==> src/rtl/inst_rom_arbiter.sv <==
// Instruction-fetch arbiter: shares one synchronous instruction ROM among
// NUM_CH fetch masters. One read is issued per cycle (round-robin or fixed
// priority). A tag pipeline as deep as the ROM latency remembers which channel
// owns each in-flight read, so the returning datum is routed back to it.
module inst_rom_arbiter #(
  parameter int NUM_CH      = 2,
  parameter int ADDR_WIDTH  = 32,
  parameter int DATA_WIDTH  = 32,
  parameter int ROM_LATENCY = 1,
  parameter int ARB_MODE    = 0
) (
  input  logic                         clk,
  input  logic                         rst_n,
  input  logic [NUM_CH-1:0]            ch_req,
  input  logic [NUM_CH*ADDR_WIDTH-1:0] ch_addr,
  output logic [NUM_CH-1:0]            ch_gnt,
  output logic [NUM_CH-1:0]            ch_rvalid,
  output logic [DATA_WIDTH-1:0]        ch_rdata,
  output logic                         rom_ce,
  output logic [ADDR_WIDTH-1:0]        rom_addr,
  input  logic [DATA_WIDTH-1:0]        rom_data
);

  localparam int IDX_W = (NUM_CH > 1) ? $clog2(NUM_CH) : 1;
  // The rotating pointer only matters in round-robin mode with more than one channel.
  localparam bit RR_EN = (ARB_MODE == 0) && (NUM_CH > 1);

  // Arbitration result for the current cycle.
  logic             gnt_vld;
  logic [IDX_W-1:0] gnt_idx;

  // Round-robin pointer: the channel that gets first look in the next search.
  logic [IDX_W-1:0] ptr_q, ptr_d;

  // In-flight read tags; stage 0 is the youngest.
  logic [ROM_LATENCY-1:0] tag_vld_q;
  logic [IDX_W-1:0]       tag_ch_q [ROM_LATENCY];

  // Registered response.
  logic [NUM_CH-1:0]     rvalid_q, rvalid_d;
  logic [DATA_WIDTH-1:0] rdata_q;

  // Pick a winner: the requester closest (cyclically) to the search start.
  // NOTE: every variable written here gets a default before any condition, so no latch can be inferred.
  always_comb begin
    int start;
    int rank;
    int best_rank;
    gnt_vld   = 1'b0;
    gnt_idx   = '0;
    start     = 0;
    rank      = 0;
    best_rank = NUM_CH;
    // A pointer outside 0..NUM_CH-1 cannot occur, but falls back to channel 0.
    if (RR_EN && (int'(ptr_q) < NUM_CH)) begin
      start = int'(ptr_q);
    end
    for (int j = 0; j < NUM_CH; j++) begin
      rank = j - start;
      if (rank < 0) begin
        rank = rank + NUM_CH;
      end
      if (ch_req[j] && (rank < best_rank)) begin
        best_rank = rank;
        gnt_vld   = 1'b1;
        gnt_idx   = IDX_W'(j);
      end
    end
  end

  // Decode the winner into the one-hot grant and steer its address to the ROM.
  always_comb begin
    ch_gnt   = '0;
    rom_addr = '0;
    for (int j = 0; j < NUM_CH; j++) begin
      if (gnt_vld && (gnt_idx == IDX_W'(j))) begin
        ch_gnt[j] = 1'b1;
        rom_addr  = ch_addr[j*ADDR_WIDTH +: ADDR_WIDTH];
      end
    end
  end

  assign rom_ce = gnt_vld;

  // Next pointer: one past the granted channel; idle cycles leave it alone.
  // NOTE: combinational blocks use blocking '=' so later statements see earlier results in the same pass.
  always_comb begin
    ptr_d = ptr_q;
    if (RR_EN && gnt_vld) begin
      ptr_d = (int'(gnt_idx) == NUM_CH - 1) ? '0 : gnt_idx + 1'b1;
    end
  end

  // Pointer register; after reset channel 0 has first look.
  // NOTE: clocked state uses non-blocking '<=' so every register samples pre-edge values.
  always_ff @(posedge clk or negedge rst_n) begin
    if (!rst_n) begin
      ptr_q <= '0;
    end else begin
      ptr_q <= ptr_d;
    end
  end

  // Tag valid bits: cleared by reset so reads issued before reset never answer.
  always_ff @(posedge clk or negedge rst_n) begin
    if (!rst_n) begin
      tag_vld_q <= '0;
    end else begin
      tag_vld_q[0] <= gnt_vld;
      for (int i = 1; i < ROM_LATENCY; i++) begin
        tag_vld_q[i] <= tag_vld_q[i-1];
      end
    end
  end

  // Tag channel indices shift alongside the valid bits.
  // NOTE: this storage has no reset; an index is only ever consumed together with its reset-cleared valid bit.
  always_ff @(posedge clk) begin
    tag_ch_q[0] <= gnt_idx;
    for (int i = 1; i < ROM_LATENCY; i++) begin
      tag_ch_q[i] <= tag_ch_q[i-1];
    end
  end

  // Decode the oldest tag into the one-hot valid for the owning channel.
  always_comb begin
    rvalid_d = '0;
    for (int j = 0; j < NUM_CH; j++) begin
      if (tag_vld_q[ROM_LATENCY-1] && (tag_ch_q[ROM_LATENCY-1] == IDX_W'(j))) begin
        rvalid_d[j] = 1'b1;
      end
    end
  end

  // Response register: capture ROM data only when a tagged read lands; otherwise hold it.
  always_ff @(posedge clk or negedge rst_n) begin
    if (!rst_n) begin
      rvalid_q <= '0;
      rdata_q  <= '0;
    end else begin
      rvalid_q <= rvalid_d;
      if (tag_vld_q[ROM_LATENCY-1]) begin
        rdata_q <= rom_data;
      end
    end
  end

  assign ch_rvalid = rvalid_q;
  assign ch_rdata  = rdata_q;

endmodule
==> config.mk <==
export PLATFORM = sky130hd
export DESIGN_NAME = inst_rom_arbiter
export DESIGN_NICKNAME = d
export VERILOG_FILES = /design/src/rtl/inst_rom_arbiter.sv
export SDC_FILE = /design/constraint.sdc
export NUM_CORES = 1
export LEC_CHECK = 0
export ABC_AREA = 1
export ABC_CLOCK_PERIOD_IN_PS = 2200
export CAP_MARGIN = 20
export CORE_MARGIN = 2
export CORE_UTILIZATION = 25
export CTS_BUF_LIST = sky130_fd_sc_hd__clkbuf_4 sky130_fd_sc_hd__clkbuf_8
export CTS_CLUSTER_SIZE = 28
export DETAILED_ROUTE_END_ITERATION = 8
export PLACE_DENSITY = 0.72
export SYNTH_ARGS = -nofsm -noshare
export SYNTH_HDL_FRONTEND = slang
export SYNTH_SLANG_ARGS = --single-unit
==> constraint.sdc <==
create_clock -name clk -period 2.2 [get_ports clk]
set_input_delay 0.44 -clock clk [delete_from_list [all_inputs] [get_ports clk]]
set_output_delay 0.44 -clock clk [all_outputs]
set_load 0.01 [all_outputs]
# [Word-level counts from Yosys, hierarchy flattened]
# Memory sizes are Yosys's and may differ from the RTL's.
# Cells that the tools add are included.
[op_classes] order_cmp=4 muxes=13 reduce_logical=6 bitwise=2 addsub=5
[op_table] op="32-bit 2-to-1 mux" n=5
[op_table] op="32-bit by 3-bit less-than comparator with 1-bit output, second input constant" n=1
[op_table] op="32-bit less-than comparator" n=1
[op_table] op="2-bit by 3-bit adder with 4-bit output, second input constant" n=2
[op_table] op="1-bit 2-to-1 mux" n=8
[op_table] op="1-bit logical AND" n=6
[op_table] op="2-bit by 1-bit less-than comparator with 1-bit output, second input constant" n=2
[op_table] op="1-bit by 1-bit subtractor with 2-bit output, first input constant" n=2
[op_table] op="1-bit NOT" n=2
[op_table] op="1-bit adder, second input constant" n=1
[totals] inputBits=100 output_inout_bits=69 wordCells=35 ff_bits=36 ram_bits=1 mem_count=1
[memory_table] name="tag_ch_q" depth=1 width=1 read_ports=1 rd_clocked_by_memory_dff=0 wr=1 line="37" source="logic [IDX_W-1:0] tag_ch_q [ROM_LATENCY];"

# [Depth between registers and ports, before layout]
[logic_depth] depth_word=13 ltp_mapped=5 mapped_depth_nobuf=4

# [Worst setup path before layout]
# Ideal clock, no wire load.
[synth_timing] kind="input port to output port" start="input ch_req[1]" end="output rom_addr[0]" cell_stages=5 path_slack_ns=0.693 required_time_ns=1.760 path_buffers=2 t_arrival_ns=1.067 path_cell_list="buf_6 -> a21oi_4 -> buf_6 -> nand2_1 -> nand2_1"
[synth_via] elab_chain_len=6 elab_cells_between_ends=8 classes_between="4 x mux; 1 x bitwise; 3 x reduce/logical"
[synth_rtl] element="start: declaration" line="14" source="input logic [NUM_CH-1:0] ch_req,"
[synth_rtl] element="1-bit logical AND *" line="63" source="if (ch_req[j] && (rank < best_rank)) begin"
[synth_rtl] element="1-bit 2-to-1 mux" line="63"
[synth_rtl] element="1-bit NOT" line="76" source="if (gnt_vld && (gnt_idx == IDX_W'(j))) begin"
[synth_rtl] element="1-bit logical AND" line="76"
[synth_rtl] element="32-bit 2-to-1 mux" line="76"
[synth_rtl] element="32-bit 2-to-1 mux *" line="76"
[synth_rtl] element="end: declaration" line="20" source="output logic [ADDR_WIDTH-1:0] rom_addr,"
# Mark *: on every way between the ends. The rest lies on a longest branch, timed or not.

# [Worst setup path in the final report]
[layout_timing] start="input ch_req[0]" end="output ch_gnt[0]"
[layout_via] elab_chain_len=8 elab_cells_between_ends=10 classes_between="1 x order compare; 5 x mux; 1 x bitwise; 3 x reduce/logical"
[layout_rtl] element="1-bit logical AND *" line="63"
[layout_rtl] element="32-bit 2-to-1 mux" line="63"
[layout_rtl] element="32-bit less-than comparator" line="63"
[layout_rtl] element="1-bit logical AND" line="63"
[layout_rtl] element="1-bit 2-to-1 mux" line="63"
[layout_rtl] element="1-bit NOT" line="76"
[layout_rtl] element="1-bit logical AND *" line="76"
[layout_rtl] element="1-bit 2-to-1 mux *" line="76"
[layout_rtl] element="end: declaration" line="16" source="output logic [NUM_CH-1:0] ch_gnt,"
# Marked as above.

==> metrics.md <==
| Metric | Value |
|---|---|
| Die area | 8110 µm² |
| Most used cells in the layout excluding fill and tap cells | 163 x nand2_1, 131 x clkdlybuf4s50_1, 36 x dfrtp_1, 32 x nand3_1, 32 x clkbuf_2 |
| Clk pin slew, worst setup/hold paths | 0.08 ns |
| Share of layout cells above drive strength 1 | 14.0% |
| Pin count of the biggest net entering global routing | 37 |
| Slowest-stage cell, CP | clkdlybuf4s50_1 |
| Worst vdd ir | 0.230 mV |
| Cell internal pwr | 1430 µW |
| Skew-Pair Late Insertion Delay | 0.29 ns |
| Sw Pwr | 582 µW |
| DR WL/cell | 11.9 µm |
| Area of the mapped netlist | 1850 µm² |
| Synth Area per Inst | 7.15 µm² |
| Maxcap violations | 0 |
| Final GP Congestion | 0.724 |
| Via density | 4.26 |
| CP cell instances | clkdlybuf4s50_1, inv_1, a21oi_4, buf_4, buf_2, dlygate4sd2_1 |
| Iter 0 DRT Violations | 56 |
| Pwr Density | 546 nW/µm² |
| DRT Pass-1 Iters | 4 |
| Syn nets | 359 |
| RSZ-0062 raised after global routing | false |
| Tmin final | 2.12 ns |
| Period utilization | 96.5% |
| # IOs | 169 |
| Register-to-Register Path Depth | 4 |
| Clk buf depth | 2 |
| Root buf cell | clkbuf_8 |
| First-pass GRT wire length | 10300 µm |
| Worst R2R Start | tag_vld_q |
| Critical Path Source Type | input port |
| Count of final hold-check violations | 0 |
| P&R area growth vs syn | 98.7% |
| Clk network pwr share | 25.1% |
| # hold bufs at CTS | 0 |
| Routed Antenna Nets | 0 |
| Largest area contributor in the netlist | dfrtp_1 |
| Flop pwr share | 39.3% |
| Synth warn | 0 |
| HPWL after detailed placement | 4940 µm |
| Register area | 921 µm² |
| Register area share after synthesis | 49.7% |
| Seq cells post-synth | 37 |
| Cells after synthesis | 259 |
| Wirelength, routed | 6350 µm |
| # diodes | 0 |
| Worst Path Max Fanout | 6 |
| Worst Path Arrival | 1.68 ns |
| Leakage power | 0.00188 µW |
| Fin nets | 535 |
| Yosys cell types | 12 |
| Fillers | 700 |
| TritonCTS Buffers | 5 |
| Switching Share | 28.9% |
| Commonest non-fill, non-tap cell in the layout | nand2_1 |
| HP Class | input port to asynchronous set/reset pin |
| Initial antenna violation count | 0 |
| Starting Density | 25.7% |
| Synth top area share | 48.6% |
| Routed vias | 2281 |
| Clock sinks | 37 |
| Vias in the first global route | 2362 |
| Overflow after GRT | 0 |
| CTS H-tree lvls | 2 |
| Slew @ Worst Pin | 0.788 ns |
| Post-DP Area | 3670 µm² |
| Rel. slew slack | 47.4% |
| Port buffer count | 168 |
| Crit path required time | 1.76 ns |
| R2R setup slack | 0.99 ns |
| Status | finished, final reports clean |
| Peak Freq | 471 MHz |
| Multi-input gate area | 808 µm² |
| Area contributors post-synth | dfrtp_1 49%, nand2_1 33%, nand3_1 8.6% |
| Setup-failing EPs final | 0 |
| GRT Util Overall | 15.3% |
| CTS tree | yes |
| Logic pwr share | 35.6% |
| Critical Path Max Stage Delay | 0.47 ns |
| Clock Skews | 0.00500 ns |
| Reg-to-Reg End | ch_rdata[23] |
| Crit path kind | input port to output pin |
| Rows | 31 |
| Final Util | 51.0% |
| Die width | 90.1 µm |
| Post-Layout Inst Area | 3680 µm² |
| Setup crit end kind | output pin |
| Final Slew Violations | 0 |
| Die Ht | 90.1 µm |
| # DRC | 0 |
| Core ar. | 7210 µm² |
-- power groups by stage --
stage / Sequential [µW] / Combinational, µW / Clock, µW
floorplan: 829 / 229 / 0
global placement: 799 / 753 / 0
detailed placement: 804 / 762 / 0
CTS: 791 / 723 / 526
global route: 799 / 780 / 550
finish: 790 / 716 / 503
-- logic make-up (layout without fill, tap and decap cells) --
group                  after synthesis  count (layout)  share of synthesized area (%)
buffers and inverters               23             200                           6.89
flip-flops                          37              37                           49.7
AO/OA/AOI/OAI                        2               2                           1.15
AND/OR/NAND/NOR                    197             197                           42.2
-- timing repair --
action                                  CTS  global route
setup buffers                             0             2
endpoints found under the setup margin   35            32
gates cloned                              1             2
endpoints found under the hold margin     0             0
gates resized for setup                  40            67
-- Yosys cell counts --
| cell type | n |
|---|---|
| buf_6 | 4 |
| dfrtp_1 | 36 |
| inv_1 | 6 |
| o21ai_0 | 1 |
| clkbuf_1 | 4 |
| a21oi_4 | 1 |
| dfxtp_1 | 1 |
| nand3_1 | 32 |
| nand2_2 | 1 |
| nor2_1 | 1 |
| buf_2 | 9 |
| nand2_1 | 163 |
-- registers in the layout (all words and copies together) (netlist names) --
name	cells
ch_rdata	32
ch_rvalid	2
ptr_q	1
tag_ch_q	1
tag_vld_q	1
-- worst max-delay path, delay by kind of cell --
| kind | cells | cell delay [ns] |
|---|---|---|
| AOI/OAI and AO/OA | 1 | 0.13 |
| buffers and inverters | 5 | 1.11 |
-- metrics by stage --
step	total power, µW	setup slack [ns]	hold WS (ns)	TNS [ns]	instances
after floorplan	1060	0.693	0.144	0	259
after global placement	1550	-0.240	0.397	-7.66	522
after detailed placement	1570	-0.264	0.400	-7.95	522
after CTS	2040	0.0303	0.246	0	531
after global routing	2130	0.00565	0.298	0	535
final	2010	0.0765	0.230	0	535
-- per-layer routing --
| layer | wire (µm) | global-route usage [%] |
|---|---|---|
| met1 | 2380 | 15.1 |
| met2 | 3300 | 29.3 |
| met3 | 549 | 5.62 |
| met4 | 120 | 5.26 |
| met5 | 0 | 0 |
-- area by class of cell --
| class | count | area share, % |
|---|---|---|
| flip-flops and latches | 37 | 25.0 |
| well taps | 99 | 3.37 |
| multi-input cells | 199 | 22.0 |
| inverters | 6 | 0.612 |
| clock buffers | 7 | 2.45 |
| clock inverters | 1 | 0.204 |
| repair buffers | 186 | 46.4 |
-- how the worst max path moves through the flow --
stage / end / depth (start not counted) / startpoint / slack [ns]
finish: ch_gnt[0] / 6 / ch_req[0] / 0.08
global route: ch_gnt[0] / 6 / ch_req[0] / 0.006
CTS: rom_addr[13] / 7 / ch_req[0] / 0.03
detailed placement: rom_addr[13] / 7 / ch_req[0] / -0.26
global placement: rom_addr[13] / 7 / ch_req[0] / -0.24
floorplan: rom_addr[0] / 5 / ch_req[1] / 0.69
(Power assumes the default switching activity.)
